==> src/rtl/vc_out_chan_allocator.sv <==
// rtl/vc_out_chan_allocator.sv - per-output-port packet-level round-robin VC allocator
// Optional macro FAST_REARB_EN: re-arbitrate on the tail transfer so grants need no idle cycle.
module vc_out_chan_allocator #(
  parameter int                   IN_N      = 5,
  parameter int                   SEL_W     = 3,
  parameter int                   FLIT_ID_W = 2,
  parameter logic [FLIT_ID_W-1:0] HEADER_ID = 2'b01,
  parameter logic [FLIT_ID_W-1:0] TAIL_ID   = 2'b10
) (
  input  logic                      clk_i,
  input  logic                      rst_ni,
  input  logic [IN_N-1:0]           req_i,
  input  logic [IN_N*FLIT_ID_W-1:0] flit_id_i,
  input  logic [IN_N-1:0]           flit_vld_i,
  input  logic                      out_rdy_i,
  output logic [IN_N-1:0]           grant_o,
  output logic [SEL_W-1:0]          sel_o,
  output logic                      xfer_o,
  output logic                      busy_o,
  output logic                      err_o
);

  typedef enum logic {IDLE, LOCKED} state_t;

  state_t               state_q, state_d;
  logic [IN_N-1:0]      grant_q, grant_d;
  logic [SEL_W-1:0]     sel_q, sel_d;
  logic [SEL_W-1:0]     ptr_q, ptr_d;
  logic                 first_q, first_d;
  logic                 err_q, err_d;
  logic                 cur_vld;
  logic [FLIT_ID_W-1:0] cur_id;
  logic                 xfer;
  logic [SEL_W-1:0]     pick;

  // Round-robin scan starting one past base, wrapping modulo IN_N.
  function automatic logic [SEL_W-1:0] rr_pick(input logic [IN_N-1:0] req,
                                               input logic [SEL_W-1:0] base);
    logic [SEL_W-1:0] win;
    logic             found;
    int               idx;
    win   = '0;
    found = 1'b0;
    for (int k = 1; k <= IN_N; k++) begin
      idx = (int'(base) + k) % IN_N;
      if (!found && req[idx]) begin
        found = 1'b1;
        win   = SEL_W'(idx);
      end
    end
    return win;
  endfunction

  always_comb begin
    cur_vld = 1'b0;
    cur_id  = '0;
    for (int i = 0; i < IN_N; i++) begin
      if (sel_q == SEL_W'(i)) begin
        cur_vld = flit_vld_i[i];
        cur_id  = flit_id_i[i*FLIT_ID_W +: FLIT_ID_W];
      end
    end
  end

  assign xfer = (state_q == LOCKED) && cur_vld && out_rdy_i;

  always_comb begin
    state_d = state_q;
    grant_d = grant_q;
    sel_d   = sel_q;
    ptr_d   = ptr_q;
    first_d = first_q;
    err_d   = err_q;
    pick    = '0;
    case (state_q)
      IDLE: begin
        if (|req_i) begin
          pick    = rr_pick(req_i, ptr_q);
          state_d = LOCKED;
          grant_d = IN_N'(1) << pick;
          sel_d   = pick;
          ptr_d   = pick;
          first_d = 1'b1;
        end
      end
      LOCKED: begin
        if (xfer) begin
          first_d = 1'b0;
          // Packets must open with a header and carry no further header.
          if (first_q && (cur_id != HEADER_ID)) err_d = 1'b1;
          if (!first_q && (cur_id == HEADER_ID)) err_d = 1'b1;
          if (cur_id == TAIL_ID) begin
`ifdef FAST_REARB_EN
            if (|(req_i & ~grant_q)) begin
              pick    = rr_pick(req_i & ~grant_q, sel_q);
              grant_d = IN_N'(1) << pick;
              sel_d   = pick;
              ptr_d   = pick;
              first_d = 1'b1;
            end else begin
              state_d = IDLE;
              grant_d = '0;
            end
`else
            state_d = IDLE;
            grant_d = '0;
`endif
          end
        end
      end
      default: begin
        state_d = IDLE;
        grant_d = '0;
      end
    endcase
  end

  always_ff @(posedge clk_i) begin
    if (!rst_ni) begin
      state_q <= IDLE;
      grant_q <= '0;
      sel_q   <= '0;
      ptr_q   <= SEL_W'(IN_N - 1);
      first_q <= 1'b0;
      err_q   <= 1'b0;
    end else begin
      state_q <= state_d;
      grant_q <= grant_d;
      sel_q   <= sel_d;
      ptr_q   <= ptr_d;
      first_q <= first_d;
      err_q   <= err_d;
    end
  end

  assign grant_o = grant_q;
  assign sel_o   = sel_q;
  assign xfer_o  = xfer;
  assign busy_o  = (state_q == LOCKED);
  assign err_o   = err_q;

endmodule

==> config.mk <==
export PLATFORM = sky130hd
export DESIGN_NAME = vc_out_chan_allocator
export DESIGN_NICKNAME = d
export VERILOG_FILES = /design/src/rtl/vc_out_chan_allocator.sv
export SDC_FILE = /design/constraint.sdc
export NUM_CORES = 1
export LEC_CHECK = 0
export ABC_AREA = 1
export BUFFER_PORTS_ARGS = -buffer_cell sky130_fd_sc_hd__buf_2
export CAP_MARGIN = 20
export CORE_ASPECT_RATIO = 1.5
export CORE_MARGIN = 1.5
export CORE_UTILIZATION = 60
export CTS_CLUSTER_SIZE = 20
export DETAILED_ROUTE_END_ITERATION = 8
export PLACE_DENSITY = 0.8
export SLEW_MARGIN = 10
export SYNTH_ARGS = -nofsm -noshare
export SYNTH_HDL_FRONTEND = slang
export SYNTH_SLANG_ARGS = --single-unit
==> constraint.sdc <==
create_clock -name clk_i -period 8.04 [get_ports clk_i]
set_input_delay 1.206 -clock clk_i [delete_from_list [all_inputs] [get_ports clk_i]]
set_output_delay 1.206 -clock clk_i [all_outputs]
set_load 0.01 [all_outputs]
# == Word-level counts from Yosys, hierarchy flattened ==
# Cells that the tools add are included.
# totals
ff_bits,14
latch_bits,0
ram_bits,0
mem_bits_ro,0
inputBits,23
output_inout_bits,11
wordCells,110
mem_count,0
# classes
add_sub_neg,5
mul,0
n_div,5
n_lt_le_gt_ge,5
n_eq_ne,10
n_shift,1
n_mux,57
bitwise_logic,1
n_reduce_logical,20
# ops
operator,count
"32-bit by 5-bit less-than comparator with 1-bit output, second input constant",5
"32-bit by 4-bit modulo with 32-bit output, second input constant",5
1-bit two-way mux,34
3-bit two-way mux,7
1-bit binary-select mux with 3-bit select,5
5-bit two-way mux,3
2-bit two-way mux,5
5-bit one-hot mux with 2 select lines,1
"3-bit by 2-bit adder with 4-bit output, second input constant",2
"3-bit by 3-bit adder with 4-bit output, second input constant",2
1-bit logical AND,8
"3-bit by 2-bit equality test with 1-bit output, second input constant",2
3-bit AND reduction,2
1-bit zero test,5
5-bit OR reduction,1
"1-bit by 3-bit left shift with 5-bit output, first input constant",1
"3-bit by 1-bit adder with 4-bit output, second input constant",1
"2-bit by 1-bit != test with 1-bit output, second input constant",2
"2-bit != test, second input constant",2
1-bit one-hot mux with 2 select lines,2
2-bit AND reduction,2
"3-bit by 1-bit equality test with 1-bit output, second input constant",1
"3-bit equality test, second input constant",1
3-bit zero test,1
other kinds (4),4

# == Logic depth before layout (Yosys ltp) ==
# depth
ltp_word,31
ltp_mapped,27
ltp_nobuf,27

# == Worst setup path after synthesis ==
# OpenSTA, ideal clock, no wires.
# synth_path
path_kind,flip-flop to flip-flop
from,register sel_q[1] (netlist: sel_o[1])
to,register grant_q[2] (netlist: grant_o[2])
setup_ns,0.121
arrival_ns,3.077
required_ns,7.919
setup_slack_ns,4.842
path_stages_with_launch,26
n_path_buf,0
period_less_slack_ns,3.198
path_cell_list,dfxtp_1 > inv_1 > ha_1 > nand2_2 > nand3_2 > xor2_1 > inv_1 > ha_1 > inv_1 > or2_2 > nand3_2 > nand2_4 > nand2_1 > nand2_1 > o21ai_2 > nor2_1 > nand2_1 > nand2_2 > inv_1 > nand2_2 > nor2_4 > nand3_1 > nand3_2 > inv_1 > nand3_1 > a21oi_1
# synth_between
elab_chain_len,10
elab_cells_between_ends,21
cone_classes,eq/ne: 7; mux: 10; reduce/logical: 4
# synth_lines
item,line,rtl
from (decl),27,"logic [SEL_W-1:0] sel_q, sel_d;"
from (signal assigned),129,sel_q <= sel_d;
3-bit zero test,58,if (sel_q == SEL_W'(i)) begin
1-bit two-way mux (5 in series),58,
1-bit logical AND (2 in series),65,assign xfer = (state_q == LOCKED) && cur_vld && out_rdy_i;
2-bit != test (no line),n/a,
3-bit AND reduction (no line) *,n/a,
to (signal assigned),128,grant_q <= grant_d;
to (decl),26,"logic [IN_N-1:0] grant_q, grant_d;"
# Every way passes the cells marked *; elsewhere a longest branch is shown, timed or not.
# A chain may end at the register's enable or synchronous reset.

# == Worst setup path after layout ==
# layout_path
from,register sel_q[0] (netlist: sel_o[0])
to,register grant_q[1] (netlist: grant_o[1])
# Same word-level chain as after synthesis.

==> results by group <==
Clocking
  – CTS clk-pin slew, worst paths: 0.06 ns
  – CTS sink count: 12
  – TritonCTS clock tree: built
  – H-tree depth: 1
  – # hold bufs at CTS: 0
  – Clock buffer count from CTS: 3
  – CTS resizes: 0
  – Longest Clk Path Bufs: 2
  – Setup Fix Bufs, Post-CTS: 0
  – Root buf cell: clkbuf_8
  – Clock Latency Late Sink: 0.25 ns

Finish
  – Multi-input logic area: 1780 µm²
  – Layout cells sized above 1: 24.0%
  – Register area: 240 µm²
  – Synthesis-to-layout area growth: 9.29%
  – Final net count: 460
  – # diodes: 0
  – # fillers: 371

Timing
  – Worst-margin pin slew: 0.913 ns
  – Final Hold Vio Count: 0
  – Fin crit share: 52.2%
  – Slew headroom: 39.1%
  – Final Setup Violations: 0
  – Setup TNS: 0 ns
  – Max-slew violations: 0
  – Layout Skew: 0.00269 ns
  – Fin crit period: 4.19 ns
  – F_max: 238 MHz
  – Unrepaired setup endpoints after global routing: false

Flow run
  – Total of max-cap violations: 0

Yosys
  – Compound-Gate Fraction of Synth Area: 11.0%
  – Post-synthesis mux area share: 0%
  – Adder-cell share of the synthesized area: 13.0%
  – Synth cell count leaders: 89 x nand2_1, 70 x nand3_1, 51 x inv_1, 25 x nand2_2, 24 x ha_1
  – Synthesized flop and latch total: 12
  – Syn_nets: 431
  – Area leader, netlist: nand3_1
  – Ys async rst share: 0%
  – Most area-consuming cells after synthesis: nand3_1 15%, nand2_1 15%, ha_1 13%
  – Netlist cell types: 35
  – Post-synth top area share: 15.2%
  – Cells after Synth: 384
  – Largest family of logic cells by synthesized area: simple AND/OR/NAND/NOR gates
  – Ys Warns: 0
  – Post-synth EDFFs: 0
  – Mapped Area: 2300 µm²
  – Post-synthesis sequential area ratio: 10.4%
  – Main flop type after synthesis: dfxtp_1
  – Synth Area per Inst: 6.00 µm²
  – Post-Synth XOR/XNOR Area: 1.52%
  – Most common cell in the netlist: nand2_1
  – Synth Area in Simple Gates: 51.6%

Setup path
  – Crit Path Max Fanout: 24
  – CP Launch Type: flip-flop
  – R2r endpoint: grant_o[1]
  – Crit end category: flip-flop
  – Reg2reg path depth: 23
  – WP data required: 8.18 ns
  – Reg-to-Reg Start: sel_o[0]
  – Register-to-Register Setup Slack: 3.85 ns
  – Worst EP arrival: 4.33 ns
  – Type of the worst setup path: flip-flop to flip-flop

Floorplanning
  – Die W: 53.6 µm
  – Row cnt: 27
  – Core footprint: 3680 µm²
  – Initial Utilization: 62.5%
  – Full die area: 4230 µm²
  – Die Ht: 78.9 µm
  – Ports: 34

Global routing
  – Met2 Use GR: 57.2%
  – GRT met1 Usage: 35.1%
  – Gr usage total: 31.4%
  – Pin count of the biggest net entering global routing: 25
  – GRT busiest layer: met2
  – First-pass GRT wire length: 10,200 µm
  – Initial antenna violation count: 0
  – GRT overflow: 0
  – Number of global-route vias before repair: 2,452
  – Met3 Track Usage GR: 2.63%

Routing
  – DR DRC count: 0
  – Vias: 2,564
  – Pre-antenna DRT Iters: 4
  – Per-cell routed wire length: 12.6 µm
  – Post-DRT Antenna Nets: 0
  – Final WL: 5740 µm
  – Initial drt markers: 83
  – DR vias/cell: 5.64

Min path
  – HP Class: flip-flop to flip-flop
  – Hold Crit Start: grant_o[2]
  – Hold path cells: 2
  – Hold Path End: grant_o[2]

Placement
  – Placer congestion estimate: 0.857
  – IO Port Bufs: 33
  – Detail Placement HPWL: 4810 µm

Outcome
  – Outcome: finished clean
logic make-up after synthesis:
family / Yosys count
AO/OA/AOI/OAI: 41
adder cells (fa/ha/maj): 24
XOR/XNOR: 4
buffers and inverters: 68
flip-flops: 12
AND/OR/NAND/NOR: 235
cell type report:
type / count / share of cell area (%)
repair buffers: 33 / 6.56
well taps: 43 / 2.14
clock buffers: 4 / 2.19
inverters: 59 / 9.00
multi-input cells: 304 / 70.6
flip-flops and latches: 12 / 9.55
per-layer routing:
metal / vias up / wire length, µm
li1: 1308 / -
met1: 1158 / 2360
met2: 77 / 2980
met3: 21 / 200
met4: 0 / 197
met5: - / 0
worst max-delay path: stages (launching register included):
cell	delay (ns)
dfxtp_1	0.92
inv_2	0.28
ha_1	0.59
inv_1	0.24
nor2_2	0.17
nand2_1	0.10
o21a_1	0.15
ha_1	0.22
nand2_1	0.09
nand3_2	0.12
nand2_2	0.11
nand2_2	0.07
nand2_2	0.12
nand2_1	0.05
nand3_1	0.06
nand2_1	0.05
nand2_1	0.06
nand2_2	0.10
nor2_4	0.16
nand3_1	0.11
nand3_2	0.12
inv_1	0.06
nand3_1	0.06
a21oi_1	0.06
flip-flops by register name, summed over array words and instances, names as in the netlist:
signal,count
err_o,1
ptr_q,1
grant_o,5
sel_o,3
first_q,1
busy_o,1
stage by stage:
step                      cell area (µm²)  cells  util, %  hold slack (ns)  setup WS [ns]
after floorplan                      2300    384        -            0.454           4.84
after global placement               2460    451     66.8            0.448           4.00
after detailed placement             2460    451     66.8            0.460           3.91
after CTS                            2520    455     68.3            0.469           3.88
after global routing                 2520    455     68.3            0.493           3.41
final                                2520    455     68.3            0.463           3.85
how the worst max path moves through the flow:
| stage | start | end | slack (ns) | depth (start not counted) |
|---|---|---|---|---|
| global placement | sel_o[0] | grant_o[2] | 4.00 | 23 |
| global route | sel_o[0] | grant_o[1] | 3.41 | 22 |
| floorplan | sel_o[1] | grant_o[2] | 4.84 | 25 |
| detailed placement | sel_o[0] | grant_o[2] | 3.91 | 23 |
| CTS | sel_o[0] | grant_o[2] | 3.88 | 23 |
| finish | sel_o[0] | grant_o[1] | 3.85 | 23 |
cells in the final DEF, fill, tap and decap left out, drive strengths merged:
cell and instances:
a21oi 14, a221o 1, a221oi 2, a31oi 2, buf 33, clkbuf 4
clkinv 2, dfxtp 12, ha 24, inv 57, nand2 116, nand3 83
nand3b 1, nand4 4, nor2 24, nor3 4, nor3b 1, o211ai 1
o21a 3, o21ai 17, o311ai 1, or2 2, xor2 4
Power is not shown: default switching activity piles up to over one toggle a cycle in this logic, so the estimate is an artifact.
